### config.mk
export PLATFORM = sky130hd
export DESIGN_NAME = rr_grant_encoder_4
export DESIGN_NICKNAME = d
export VERILOG_FILES = /design/src/rtl/rr_grant_encoder_4.sv
export SDC_FILE = /design/constraint.sdc
export NUM_CORES = 1
export LEC_CHECK = 0
export ABC_CLOCK_PERIOD_IN_PS = 5200
export BUFFER_PORTS_ARGS = -buffer_cell sky130_fd_sc_hd__buf_2
export CORE_AREA = 2 2 48 54
export CTS_CLUSTER_DIAMETER = 60
export DETAILED_ROUTE_END_ITERATION = 16
export DIE_AREA = 0 0 50 56
export PLACE_DENSITY = 0.61
export RECOVER_POWER = 100
export SLEW_MARGIN = 25
export SYNTH_ARGS = -nofsm -noshare
export SYNTH_HDL_FRONTEND = slang
export SYNTH_SLANG_ARGS = --single-unit
### constraint.sdc
create_clock -name clk -period 5.2 [get_ports clk]
set_clock_uncertainty 0.15 [all_clocks]
set_input_delay 1.04 -clock clk [delete_from_list [all_inputs] [get_ports clk]]
set_output_delay 1.04 -clock clk [all_outputs]
set_load 0.02 [all_outputs]
### src/rtl/rr_grant_encoder_4.sv
// Four-requester round-robin arbiter. The registered grant leaves as an encoded
// index plus enable so it can drive a 2x4 decoder directly.
module rr_grant_encoder_4 #(
  parameter int MAX_HOLD = 16,
  parameter int HOLD_W   = 8
) (
  input  logic       clk,
  input  logic       rst,
  input  logic [3:0] req,
  input  logic       done,
  output logic       gnt_x1,
  output logic       gnt_x2,
  output logic       gnt_en,
  output logic       timeout
);

  localparam logic [1:0] S_IDLE  = 2'd0;
  localparam logic [1:0] S_GRANT = 2'd1;
  localparam logic [1:0] S_GAP   = 2'd2;

  localparam logic [HOLD_W-1:0] HOLD_SAT  = '1;
  localparam logic [HOLD_W-1:0] HOLD_LAST = HOLD_W'(MAX_HOLD > 0 ? MAX_HOLD - 1 : 0);
  localparam bit                TIMER_ON  = (MAX_HOLD != 0);

  logic [1:0]        state_q, state_d;
  logic [1:0]        ptr_q, ptr_d;
  logic [1:0]        idx_q, idx_d;
  logic [HOLD_W-1:0] hold_cnt_q, hold_cnt_d;
  logic              gnt_en_q, gnt_en_d;
  logic [1:0]        gnt_idx_q, gnt_idx_d;
  logic              timeout_q, timeout_d;

  // Candidate k is the requester k places after the pointer.
  logic [1:0] cand [4];
  logic [3:0] hit;
  logic [1:0] pick_idx;

  generate
    for (genvar gi = 0; gi < 4; gi++) begin : g_scan
      assign cand[gi] = ptr_q + 2'(gi);
      assign hit[gi]  = req[cand[gi]];
    end
  endgenerate

  always_comb begin
    pick_idx = cand[0];
    for (int k = 3; k >= 0; k--) begin
      if (hit[k]) pick_idx = cand[k];
    end
  end

  logic still_req;
  logic expired;
  assign still_req = req[idx_q];
  assign expired   = TIMER_ON && (hold_cnt_q == HOLD_LAST);

  always_comb begin
    state_d    = state_q;
    ptr_d      = ptr_q;
    idx_d      = idx_q;
    hold_cnt_d = hold_cnt_q;
    gnt_en_d   = 1'b0;
    timeout_d  = 1'b0;
    case (state_q)
      S_IDLE: begin
        if (|req) begin
          state_d    = S_GRANT;
          idx_d      = pick_idx;
          hold_cnt_d = '0;
          gnt_en_d   = 1'b1;
        end
      end
      S_GRANT: begin
        gnt_en_d   = 1'b1;
        hold_cnt_d = (hold_cnt_q == HOLD_SAT) ? hold_cnt_q : hold_cnt_q + 1'b1;
        // Release, withdrawal and expiry all end the grant; only a pure expiry pulses timeout.
        if (done || !still_req || expired) begin
          state_d   = S_GAP;
          gnt_en_d  = 1'b0;
          ptr_d     = idx_q + 2'd1;
          timeout_d = !done && still_req && expired;
        end
      end
      S_GAP: begin
        state_d = S_IDLE;
      end
      default: begin
        state_d = S_IDLE;
      end
    endcase
  end

  assign gnt_idx_d = gnt_en_d ? idx_d : 2'b00;

  always_ff @(posedge clk) begin
    if (rst) begin
      state_q    <= S_IDLE;
      ptr_q      <= 2'd0;
      idx_q      <= 2'd0;
      hold_cnt_q <= '0;
      gnt_en_q   <= 1'b0;
      gnt_idx_q  <= 2'b00;
      timeout_q  <= 1'b0;
    end else begin
      state_q    <= state_d;
      ptr_q      <= ptr_d;
      idx_q      <= idx_d;
      hold_cnt_q <= hold_cnt_d;
      gnt_en_q   <= gnt_en_d;
      gnt_idx_q  <= gnt_idx_d;
      timeout_q  <= timeout_d;
    end
  end

  assign gnt_en  = gnt_en_q;
  assign gnt_x2  = gnt_idx_q[1];
  assign gnt_x1  = gnt_idx_q[0];
  assign timeout = timeout_q;

endmodule

**Yosys cells after proc, flatten, opt, wreduce, memory -nomap -nowiden**

Index checks and enable logic that the tools add are counted.

- Bits in registers: 18
- Input port bits: 7
- Output and inout port bits: 4
- Logic and storage cells: 65

- Add/subtract/negate cells: 5
- $lt $le $gt $ge: 5
- Eq/ne operators: 6
- Mux-type cells: 25
- Bitwise gates (word level): 3
- Reduce and logical (&&, ||, !) cells: 14

Operators by type and width:

| operator | count |
|---|---|
| two-way mux 2 bit | 8 |
| two-way mux 8 bit | 2 |
| one-hot mux 8 bit (2 select lines) | 1 |
| < comparator 2 x 3 -> 1 bit (second input constant) | 5 |
| binary-select mux 1 bit (select 2 bit) | 5 |
| adder 8 x 1 -> 8 bit (second input constant) | 1 |
| equality test 8 x 4 -> 1 bit (second input constant) | 1 |
| equality test 8 bit (second input constant) | 1 |
| two-way mux 1 bit | 7 |
| inequality test 2 bit (second input constant) | 3 |
| adder 2 x 1 -> 2 bit (second input constant) | 2 |
| adder 2 bit (second input constant) | 2 |
| one-hot mux 2 bit (2 select lines) | 1 |
| AND reduction 2 bit | 2 |
| OR reduction 4 bit | 1 |
| inverter 1 bit | 3 |
| AND reduction 3 bit | 1 |
| OR reduction 3 bit | 1 |
| equality test 2 x 1 -> 1 bit (second input constant) | 1 |
| logical AND 1 bit | 2 |
| logical NOT 1 bit | 2 |
| logical NOT 2 bit | 1 |
| logical OR 1 bit | 2 |
| one-hot mux 1 bit (2 select lines) | 1 |
| 2 further kinds | 2 |

**Depth between registers and ports, before layout**

- Depth after elaboration: 9
- Mapped depth: 5
- Depth with buffers taken out: 5

**Least setup slack after synthesis**

Ideal clock, no wire load.

- Path kind: input to register
- Start point: input port req[3]
- End point: register hold_cnt_q[3]
- Library setup time: 66 ps
- Arrival: 2174 ps
- Path slack: 2810 ps
- Stages: 5
- Cells stage by stage: or4_4 and2_4 or2_0 buf_6 a21oi_2

- Longest elaborated chain between the ends: 3

Ends and longest elaborated chain:

| what | RTL line | source |
|---|---|---|
| from (decl) | 9 | `input logic [3:0] req,` |
| OR reduction 4 bit | 66 | `if (\|req) begin` |
| inequality test 2 bit (no source line) | n/a |  |
| AND reduction 3 bit (no source line) | n/a |  |
| to (signal assigned) | 108 | `hold_cnt_q <= hold_cnt_d;` |
| to (decl) | 28 | `logic [HOLD_W-1:0] hold_cnt_q, hold_cnt_d;` |

Every way passes these cells.
A chain may end at the register's enable or synchronous reset.

**Final worst setup path**

- Start point: input port req[3]
- End point: register hold_cnt_q[2]

Same word-level chain as after synthesis.

==> results.txt <==
The post-route fraction of the period consumed by the critical path is 48.80%. From synthesis to final layout, the design area changed by 7.307%. The fraction of final layout cells sized beyond drive strength 1 came out at a little under an eighth. For this design the ratio of total power to cell area is 283.4 nW/um^2. The total negative setup slack came out at 0 ns. The violation count after the first detailed-route iteration is 14.

The peak fanout along the critical path came out at 8. The via count of the first global-routing pass is between 700 and 800. During synthesis, Yosys emitted a total of 0 warnings.

The first-pass GRT wire length is approximately 3100 um. In the final routed layout, each cell accounts on average for 12.77 um. The area fraction of the dominant cell type after synthesis came out at around 37%. The number of clock buffers inserted by TritonCTS came out at 3. The average footprint of a synthesized cell is roughly 9 sq um. The worst hold path cell count is 2. The peak per-stage delay on the critical path came out at between 0.6 and 0.7 ns. The post-layout minimum cycle time is roughly 2.5 ns. TritonCTS built the clock tree.

In the synthesized netlist, the cells that appear most often are dfxtp_1, nor2_1, o21ai_0. Setup repair after global routing left no endpoint under its margin. The depth of the most critical reg-to-reg path is 4. Pin placement for this block handled 11 I/O pins.

The worst setup path is captured at a register. The worst setup path is of the input pin to register kind. After synthesis the netlist holds a flip-flop and latch count of 18. The static power due to leakage came out at around 0.0004 uW. The final worst hold slack is between 0.3 and 0.4 ns. The post-synthesis cell type count came out at 41.

The buffering stage count on the worst path with inverters included came out at 1. The final antenna diode count is 0. The worst hold path endpoint is ptr_q[0]. The gate count after technology mapping is around 110. The final number of hold-violating endpoints is 0. The total overflow reported by the global router is 0.

Sequential elements use about 37% of the synthesized area. The total of endpoints with negative setup slack in the final report came out at 0. The kind of cell with the highest combined delay along the critical path is simple AND/OR/NAND/NOR gates.

The highest achievable clock rate came out at ~390 MHz. The area of the core is 2230 sq um. In this run, post-CTS repair resized a total of 0 instances.

The routed design has 1890 um of wire. The DRC violation count after routing is 0. The post-CTS setup buffer count came out at 0. The cell area after technology mapping came out at roughly 980 sq um. The worst min-delay path startpoint is ptr_q[0]. After synthesis, the share of flip-flops with an asynchronous set or reset is 0%. The number of violations of the max-capacitance limit is 0. The die outline width is around 50 um.

The number of synthesized flops with an enable pin is 0. In the post-synthesis netlist, the biggest area contributors are dfxtp_1, nor2_1, nor2b_1, mux2i_1, o21ai_0. For the worst setup path, the data required time is ~5.3 ns.

The weighted congestion reported at the end of routability-driven placement came out at a little under 0.8. The data arrival time of the critical path is approximately 2.6 ns. CTS built an H-tree with a depth of 1.

The startpoint identified for the worst register-to-register timing path is idx_q[0]. The starting density of the core came out at a little over two fifths. The register cell area after layout came out at roughly 360 sq um. The clock insertion delay at the later pin of the skew report came out at 0.29 ns. STA classifies the critical path startpoint as an input pin. CTS placed an instance of clkbuf_4 at the clock tree root. The multi-input combinational cells in the finished layout cover a total of roughly 550 sq um.

The number of rows created at floorplan is 18. The cell type with the largest total area after synthesis is dfxtp_1. In this run the remaining antenna-violating nets after routing total 0.

The final layout net count came out at around 130. The post-synth net total came out at roughly 110. The run finished with clean final reports. The launch point of the critical path is req[3]. For this design, the sink count on the clock tree is 18. The die extent in y came out at between 50 and 60 um. The slew of the pin with the lowest slew margin came out at ~0.52 ns. The detailed-route vias per instance is 5.419. For this run, the leading register cell type out of synthesis is dfxtp_1. Measured against its own limit, the worst slew margin works out to 64.77%. For this run, the detailed router's first-pass iteration total came to 4.

The count of vias placed by the detailed router is about 800. In the post-synthesis netlist, the cell with the most instances is dfxtp_1. The count of input and output buffers is 10. The critical path goes through clkbuf_1 -> or4_1 -> and2_0 -> or2_0 -> nor2_1. The classification of the worst-slack hold path is register to register. Entering global routing, the biggest net connects 13 pins.

The clock passes through at most 2 buffers. The number of pins exceeding their max-slew limit in the final report is 0. The worst register-to-register path ends at ptr_q[0].

The total routing usage reported by global routing came out at between 10 and 15%. For flop-to-flop paths, the worst setup slack is roughly 3.3 ns. The die covers approximately 2800 sq um. The clock slew at the register clock pins of the worst setup and hold paths came out at 0.11 ns. For this design, the slowest cell found on the critical path is or4_1. The total of fill cells in the finished design came out at between 200 and 250. The maximum ir drop on the vdd rail came out at about 150 uV. The post-DP HPWL is 1484 um. The number of antenna violations at the first check in global routing is 0. The quantity of hold-fixing buffers added after cts came out at 0.
[registers in the layout, indices dropped and copies added, names as in the netlist]
signal      count
hold_cnt_q      8
idx_q           2
gnt_idx_q       2
timeout         1
ptr_q           2
gnt_en          1
state_q         2
[cells by family after synthesis]
logic type | share of synthesized area [%]
and+or+nand+nor | 29.74
AOI/OAI and AO/OA | 19.23
DFF | 36.92
buffers and inverters | 3.461
xor gates and xnor gates | 3.590
muxes | 5.770
adders and majority gates | 1.282
[report_power, final]
| group | switching (uW) | internal, uW |
|---|---|---|
| Clock | 44.9 | 42.6 |
| Sequential | 7.64 | 148 |
| Combinational | 32.0 | 21.9 |
[worst max-delay path by stage]
stage                         end  slack, ns  depth (start not counted)
finish              hold_cnt_q[2]       2.66                          5
floorplan           hold_cnt_q[3]       2.81                          5
global route        hold_cnt_q[5]       2.57                          5
global placement    hold_cnt_q[3]       2.55                          5
CTS                 hold_cnt_q[2]       2.81                          5
detailed placement  hold_cnt_q[2]       2.51                          5
[per-layer routing]
metal / vias to the layer above / wire length (um) / GRT usage (%)
met4: 0 / 25 / 6.349
met1: 377 / 805 / 14.81
met2: 12 / 999 / 26.13
met3: 4 / 60 / 4.032
li1: 409 / - / -
met5: - / 0 / 0
[cell type report]
class / instances / area share, %
tap: 30 / 3.584
multi-input combinational: 81 / 52.69
timing repair buffer: 10 / 4.062
inverter: 5 / 1.792
sequential: 18 / 34.41
clock buffer: 4 / 3.465
[cells in the final DEF, fill, tap and decap left out, types with 3 or more instances in the layout]
cell type | synthesis | final
o21ai_0 | 6 | 6
mux2i_1 | 3 | 3
buf_2 | 0 | 4
dfxtp_1 | 18 | 18
nor2b_1 | 5 | 5
or3_1 | 3 | 3
a21oi_1 | 4 | 4
nand2_1 | 5 | 5
nor2_1 | 11 | 11
nand3_1 | 3 | 3
clkbuf_4 | 0 | 3
a211oi_1 | 1 | 3
nand2b_1 | 2 | 3
inv_1 | 5 | 5
nand3b_1 | 3 | 3
clkbuf_1 | 1 | 6
or4_1 | 2 | 3
[metrics by stage]
stage	instance area [sq um]	setup slack (ns)	util, %	instances	total power (uW)
floorplan	975.9	2.810	-	106	205.1
global placement	1049	2.548	47.03	144	219.8
detailed placement	1049	2.511	47.03	144	220.3
CTS	1085	2.812	48.65	148	307.3
global route	1047	2.573	46.97	148	312.3
finish	1047	2.662	46.97	148	296.8
[worst min-delay path: cells and delay by family, from the launching register on]
family / cells / cell delay, ns
DFF: 1 / 0.34
AOI/OAI and AO/OA: 1 / 0.06
buffers and inverters: 1 / 0.06
(Power assumes the default switching activity.)
